$ cat config.mk
export PLATFORM = sky130hd
export DESIGN_NAME = dcache_ld_issue
export DESIGN_NICKNAME = d
export VERILOG_FILES = /design/src/rtl/std_cache_pkg.sv /design/src/rtl/ld_id_fifo.sv /design/src/rtl/dcache_ld_issue.sv
export SDC_FILE = /design/constraint.sdc
export NUM_CORES = 1
export LEC_CHECK = 0
export BUFFER_PORTS_ARGS = -buffer_cell sky130_fd_sc_hd__buf_2
export CAP_MARGIN = 20
export CORE_AREA = 2 2 132 134
export CTS_BUF_LIST = sky130_fd_sc_hd__clkbuf_4 sky130_fd_sc_hd__clkbuf_8
export DETAILED_ROUTE_END_ITERATION = 10
export DIE_AREA = 0 0 134 136
export PLACE_DENSITY = 0.63
export SLEW_MARGIN = 25
export SYNTH_ARGS = -nofsm -noshare
export SYNTH_HDL_FRONTEND = slang
export SYNTH_SLANG_ARGS = --single-unit
$ cat constraint.sdc
create_clock -name clk_i -period 1.65 [get_ports clk_i]
set_input_delay 0.165 -clock clk_i [delete_from_list [all_inputs] [get_ports clk_i]]
set_output_delay 0.165 -clock clk_i [all_outputs]
set_load 0.02 [all_outputs]
$ cat src/rtl/std_cache_pkg.sv
// Cache port types, address split and load-issue types.
// Shared by the load-issue sequencer and its ID FIFO.
package std_cache_pkg;

  localparam int unsigned PLEN = 56;
  localparam int unsigned DCACHE_INDEX_WIDTH = 12;
  localparam int unsigned DCACHE_TAG_WIDTH = 44;
  localparam int unsigned LD_ID_MAX_W = 16;

  typedef struct packed {
    logic [DCACHE_INDEX_WIDTH-1:0] address_index;
    logic [DCACHE_TAG_WIDTH-1:0]   address_tag;
    logic [63:0]                   data_wdata;
    logic                          data_req;
    logic                          data_we;
    logic [7:0]                    data_be;
    logic [1:0]                    data_size;
    logic                          kill_req;
    logic                          tag_valid;
  } dcache_req_i_t;

  typedef struct packed {
    logic        data_gnt;
    logic        data_rvalid;
    logic [63:0] data_rdata;
  } dcache_req_o_t;

  typedef enum logic [1:0] {
    IDLE,
    WAIT_GNT,
    TAG
  } ld_issue_state_e;

  typedef struct packed {
    logic [LD_ID_MAX_W-1:0] id;
    logic                   killed;
  } ld_fifo_entry_t;

  function automatic logic [7:0] be_gen(
    input logic [1:0] size,
    input logic [2:0] off
  );
    logic [7:0] m;
    unique case (size)
      2'd0:    m = 8'h01;
      2'd1:    m = 8'h03;
      2'd2:    m = 8'h0f;
      default: m = 8'hff;
    endcase
    return m << off;
  endfunction

  function automatic logic is_misaligned(
    input logic [1:0] size,
    input logic [2:0] off
  );
    logic [2:0] m;
    m = ~(3'b111 << size);
    return |(off & m);
  endfunction

endpackage

$ cat src/rtl/ld_id_fifo.sv
// In-order ID FIFO for outstanding loads.
// flush_i marks every stored entry killed; push writes a live entry.
module ld_id_fifo
  import std_cache_pkg::*;
#(
  parameter int unsigned NrOutstanding = 2
) (
  input  logic                               clk_i,
  input  logic                               rst_ni,
  input  logic                               flush_i,
  input  logic                               push_i,
  input  ld_fifo_entry_t                     data_i,
  input  logic                               pop_i,
  output ld_fifo_entry_t                     head_o,
  output logic [$clog2(NrOutstanding):0]     count_o
);
  localparam int unsigned PtrW = $clog2(NrOutstanding);
  localparam int unsigned CntW = PtrW + 1;

  ld_fifo_entry_t [NrOutstanding-1:0] mem_q, mem_d;
  logic [PtrW-1:0] wr_q, wr_d;
  logic [PtrW-1:0] rd_q, rd_d;
  logic [CntW-1:0] cnt_q, cnt_d;

  always_comb begin
    mem_d = mem_q;
    wr_d  = wr_q;
    rd_d  = rd_q;
    if (flush_i) begin
      for (int i = 0; i < NrOutstanding; i++) begin
        mem_d[i].killed = 1'b1;
      end
    end
    if (push_i) begin
      mem_d[wr_q] = data_i;
      wr_d = wr_q + 1'b1;
    end
    if (pop_i) begin
      rd_d = rd_q + 1'b1;
    end
    cnt_d = cnt_q + CntW'(push_i) - CntW'(pop_i);
  end

  always_ff @(posedge clk_i or negedge rst_ni) begin
    if (!rst_ni) begin
      mem_q <= '0;
      wr_q  <= '0;
      rd_q  <= '0;
      cnt_q <= '0;
    end else begin
      mem_q <= mem_d;
      wr_q  <= wr_d;
      rd_q  <= rd_d;
      cnt_q <= cnt_d;
    end
  end

  assign head_o  = mem_q[rd_q];
  assign count_o = cnt_q;

endmodule

$ cat src/rtl/dcache_ld_issue.sv
// Load-issue sequencer: valid/ready loads -> cache index/tag phases.
// Optional misalignment check: DCACHE_LD_ISSUE_MISALIGN_CHK_EN.
module dcache_ld_issue
  import std_cache_pkg::*;
#(
  parameter int unsigned NrOutstanding = 2,
  parameter int unsigned IdWidth = 4
) (
  input  logic               clk_i,
  input  logic               rst_ni,
  input  logic               flush_i,
  input  logic               ld_valid_i,
  output logic               ld_ready_o,
  input  logic [PLEN-1:0]    ld_paddr_i,
  input  logic [1:0]         ld_size_i,
  input  logic [IdWidth-1:0] ld_id_i,
  output logic               rsp_valid_o,
  output logic [63:0]        rsp_data_o,
  output logic [IdWidth-1:0] rsp_id_o,
  output logic               rsp_misaligned_o,
  output dcache_req_i_t      req_port_o,
  input  dcache_req_o_t      req_port_i
);
  localparam int unsigned CntW = $clog2(NrOutstanding) + 1;
  localparam int unsigned OccW = CntW + 1;

  ld_issue_state_e state_q, state_d;
  logic [PLEN-1:0]    paddr_q, paddr_d;
  logic [1:0]         size_q, size_d;
  logic [IdWidth-1:0] id_q, id_d;

  ld_fifo_entry_t  head, push_ent;
  logic [CntW-1:0] count, count_eff;
  logic [OccW-1:0] occ;
  logic accept, issue, push, pop, cache_rsp;
  logic mis, mis_block;
  logic unused_id_hi;

  // A same-cycle pop frees a slot for the handshake.
  assign pop       = req_port_i.data_rvalid & (count != '0);
  assign count_eff = count - CntW'(pop);
  assign occ       = OccW'(count_eff) + OccW'(state_q == TAG);

  assign ld_ready_o = (state_q != WAIT_GNT)
                    & (occ < OccW'(NrOutstanding))
                    & ~flush_i & ~mis_block;

  assign accept = ld_valid_i & ld_ready_o;
  assign issue  = accept & ~mis;

  assign paddr_d = issue ? ld_paddr_i : paddr_q;
  assign size_d  = issue ? ld_size_i  : size_q;
  assign id_d    = issue ? ld_id_i    : id_q;

  assign push_ent     = '{id: LD_ID_MAX_W'(id_q), killed: 1'b0};
  assign unused_id_hi = ^head.id;

  always_comb begin
    state_d    = state_q;
    req_port_o = '0;
    push       = 1'b0;
    unique case (state_q)
      IDLE: begin
        if (issue) state_d = WAIT_GNT;
      end
      WAIT_GNT: begin
        if (flush_i) begin
          state_d = IDLE;
        end else begin
          req_port_o.data_req      = 1'b1;
          req_port_o.address_index =
            paddr_q[DCACHE_INDEX_WIDTH-1:0];
          req_port_o.data_size     = size_q;
          req_port_o.data_be       =
            be_gen(size_q, paddr_q[2:0]);
          if (req_port_i.data_gnt) begin
            push    = 1'b1;
            state_d = TAG;
          end
        end
      end
      TAG: begin
        if (flush_i) begin
          req_port_o.kill_req = 1'b1;
        end else begin
          req_port_o.tag_valid   = 1'b1;
          req_port_o.address_tag = paddr_q[
            DCACHE_TAG_WIDTH+DCACHE_INDEX_WIDTH-1:
            DCACHE_INDEX_WIDTH];
        end
        state_d = issue ? WAIT_GNT : IDLE;
      end
      default: state_d = IDLE;
    endcase
  end

  always_ff @(posedge clk_i or negedge rst_ni) begin
    if (!rst_ni) begin
      state_q <= IDLE;
      paddr_q <= '0;
      size_q  <= '0;
      id_q    <= '0;
    end else begin
      state_q <= state_d;
      paddr_q <= paddr_d;
      size_q  <= size_d;
      id_q    <= id_d;
    end
  end

  ld_id_fifo #(
    .NrOutstanding(NrOutstanding)
  ) i_fifo (
    .clk_i  (clk_i),
    .rst_ni (rst_ni),
    .flush_i(flush_i),
    .push_i (push),
    .data_i (push_ent),
    .pop_i  (pop),
    .head_o (head),
    .count_o(count)
  );

  // Killed heads are popped silently; flush hides the popping head too.
  assign cache_rsp = pop & ~head.killed & ~flush_i;

`ifdef DCACHE_LD_ISSUE_MISALIGN_CHK_EN
  logic               mis_pend_q, mis_pend_d;
  logic [IdWidth-1:0] mis_id_q, mis_id_d;

  assign mis       = is_misaligned(ld_size_i, ld_paddr_i[2:0]);
  assign mis_block = mis_pend_q;
  // Pending misaligned response yields to a colliding cache response.
  assign mis_pend_d = ~flush_i & ((accept & mis)
                    | (mis_pend_q & cache_rsp));
  assign mis_id_d   = (accept & mis) ? ld_id_i : mis_id_q;

  always_ff @(posedge clk_i or negedge rst_ni) begin
    if (!rst_ni) begin
      mis_pend_q <= 1'b0;
      mis_id_q   <= '0;
    end else begin
      mis_pend_q <= mis_pend_d;
      mis_id_q   <= mis_id_d;
    end
  end
`else
  assign mis       = 1'b0;
  assign mis_block = 1'b0;
`endif

  always_comb begin
    rsp_valid_o      = cache_rsp;
    rsp_misaligned_o = 1'b0;
    rsp_data_o       = cache_rsp ? req_port_i.data_rdata : '0;
    rsp_id_o         = cache_rsp ? head.id[IdWidth-1:0] : '0;
`ifdef DCACHE_LD_ISSUE_MISALIGN_CHK_EN
    if (!cache_rsp && mis_pend_q && !flush_i) begin
      rsp_valid_o      = 1'b1;
      rsp_misaligned_o = 1'b1;
      rsp_id_o         = mis_id_q;
    end
`endif
  end

endmodule
==> metrics.txt <==
Layout Cells excl Fill=about 980; placer congestion estimate=between 0.8 and 0.9; Reg-to-Reg End=i_fifo.count_o[1]; status=finished with violations; hold path endpoint=paddr_q[37]; DP Wirelength=about 13 mm; Placement Rows=48; share of layout cells above drive strength 1=slightly below 80%; placed insts=about 910; CTS clk-pin slew, worst paths=~0.080 ns; largest net degree at the start of global routing=42; R2R cell count=10; Vias=4,294; Final Hold Slack=roughly 0.044 ns; Post-Syn Instances=428; switching power=approximately 3200 uW; critical path data arrival time=roughly 1.8 ns; clock buffer depth=2; grt total ovfl=0; Avg Cell Area, Syn=around 11 sq um; chip width=~130 um; post-route ant nets=0; Period Utilization, post-route=121%; Reg-to-Reg Start=state_q[1]; post-synthesis register bit count=78; setup slack after layout=-0.341 ns; antenna violations before repair=3; Via density=4.38; Initial Utilization=28.5%; CP required=1.48 ns; Hold Path Class=in -> reg; Leak Pwr=0.00440 uW; Tmin final=1.99 ns; WHS Path Cells=2; reg2reg setup slack=-0.10 ns; Clock Power Share=between 10% and 20%; Die Area=around 0.018 sq mm; count leader, synth=and2_1; Die Height=136 um; Area Overhead vs Synth=76.2%; Fmax=around 0.50 GHz; clk_skew=between 0.008 and 0.009 ns; H-tree depth=3; startpoint types=flip-flop; Synth area leaders=dfrtp_1 (41%), mux2_4 (18%), and2_1 (16%); Post-synth top cells=and2_1 (122), dfrtp_1 (78), buf_4 (66); failing checks=negative setup slack; clk_lat worst skew=0.34 ns; Pre-antenna DRT Iters=4; wire per inst=roughly 21 um; endpoints failing hold=0; # port buffers=270; TritonCTS Buffers=9; cell taking the most area after synthesis=dfrtp_1; synth unique cells=37; Core ar.=between 0.015 and 0.02 sq mm; total clock sinks=between 70 and 80; 1st-iter DRT viols=roughly 130; maximum vdd drop=between 600 and 700 uV; Post-synth EDFFs=0; CTS tree=built; hold_sp=ld_paddr_i[37]; Pint=between 6000 and 7000 uW; GRT Overall Usage=between 10% and 20%; vias in the first global route=a little over 4k; Mapped Area=0.00481 sq mm; Setup Crit Path Kind=reg -> out; Max-Cap Viols=0; Seq/Total Area, Yosys=around two fifths; first-pass GRT wire length=26.4 mm; number of remaining DRC errors=0; Synth async-reset ratio=100%; Crit. End Element=output pin; Final setup viols=just over 200; fin. max-slew vios=0; dominant synthesized flop cell=dfrtp_1; I/O Pins=between 300 and 400; number of synthesis warnings=0; sw frac=34.6%; power share of the combinational group=46.8%; Flop pwr share=39.6%; DRT Wirelength=between 20 and 25 mm; clk root buf=clkbuf_8; Yosys top cell area share=between 40% and 50%; RSZ-0062 raised after global routing=true; Pwr Density=between 1000 and 1500 mW/mm^2; NumNets Final=around 890; Max FO, Critical Path=16
critical path, stage by stage (launching register included):
cell and delay (ns):
dfrtp_1 0.39, mux2_4 0.32, nor3_4 0.14, buf_4 0.17
clkbuf_16 0.17, and2_2 0.15, buf_4 0.14
logic make-up after synthesis:
family | after synthesis | synth area share [%]
compound gates | 19 | 2.42
xor+xnor | 5 | 0.911
fa+ha+maj | 1 | 0.260
buf+inv | 96 | 13.8
flops | 78 | 40.6
mux | 76 | 22.3
other cells | 1 | 0.0780
simple gates | 152 | 19.6
stage by stage:
stage	setup slack, ns	area (sq um)	utilization [%]	setup TNS [ns]	total power, uW
final	-0.341	8470	50.2	-35.02	9220
after global routing	-0.440	8460	50.2	-50.99	9690
after CTS	-0.352	7690	45.6	-38.99	8380
after detailed placement	-0.0153	6330	37.5	-0.0261	6580
after global placement	0.0296	6330	37.5	0	6490
after floorplan	-0.0392	5150	-	-1.41	5860
registers in the layout (all words and copies together), names as in the netlist:
signal          count
paddr_q            56
i_fifo.mem_q       10
id_q                4
i_fifo.count_o      2
size_q              2
state_q             2
i_fifo.rd_q         1
i_fifo.wr_q         1
metal layers:
layer | up-vias | track usage [%] | wire length [um]
met4 | 2 | 6.97 | 567
met3 | 31 | 5.89 | 1610
met1 | 2112 | 22.5 | 7860
met2 | 237 | 35.3 | 10400
met5 | - | 0 | 13
li1 | 1912 | - | -
how the worst max path moves through the flow:
stage | start | to | slack, ns
4_1_cts | i_fifo.rd_q | rsp_data_o[16] | -0.35
3_5_place_dp | i_fifo.count_o[0] | i_fifo.count_o[1] | -0.02
5_1_grt | i_fifo.rd_q | rsp_data_o[13] | -0.44
3_3_place_gp | i_fifo.rd_q | rsp_data_o[16] | 0.03
6_report | i_fifo.rd_q | rsp_data_o[13] | -0.34
2_1_floorplan | i_fifo.rd_q | rsp_id_o[1] | -0.04
layout by cell type (no fill, tap or decap), drive strengths merged, types with 2 or more instances in the layout:
master / count
xnor2: 4
o21a: 2
nand3b: 2
mux2: 72
mux2i: 4
conb: 66
buf: 331
clkbuf: 20
inv: 4
nor4: 6
o21ai: 7
clkinv: 2
a21oi: 5
nor2: 10
and2: 122
nor3: 6
dfrtp: 78
layout make-up:
class                   count  area (sq um)
diodes                      1          2.50
clock buffers              12           153
clock inverters             2          10.0
fillers                  1497          8410
inverters                   4          15.0
multi-input cells         319          2970
flip-flops and latches     78          1960
well taps                 225           282
repair buffers            340          3070
repair_timing:
item | 4_1_cts | 5_1_grt
hold buffers | 1 | 0
setup endpoints to repair | 137 | 209
cloned | 9 | 11
hold endpoints to repair | 21 | 0
gates resized for setup | 264 | 152
pin swaps | 50 | 54
setup buffers | 22 | 19
power by group through the flow:
stage / Combinational (uW) / Sequential, uW / Clock, uW
final: 4310 / 3650 / 1260
after floorplan: 2650 / 3210 / 0
after global routing: 4570 / 3750 / 1370
after global placement: 2980 / 3510 / 0
after detailed placement: 3080 / 3500 / 0
after CTS: 3490 / 3600 / 1300
Note: power is estimated with default switching activity, not from simulation.
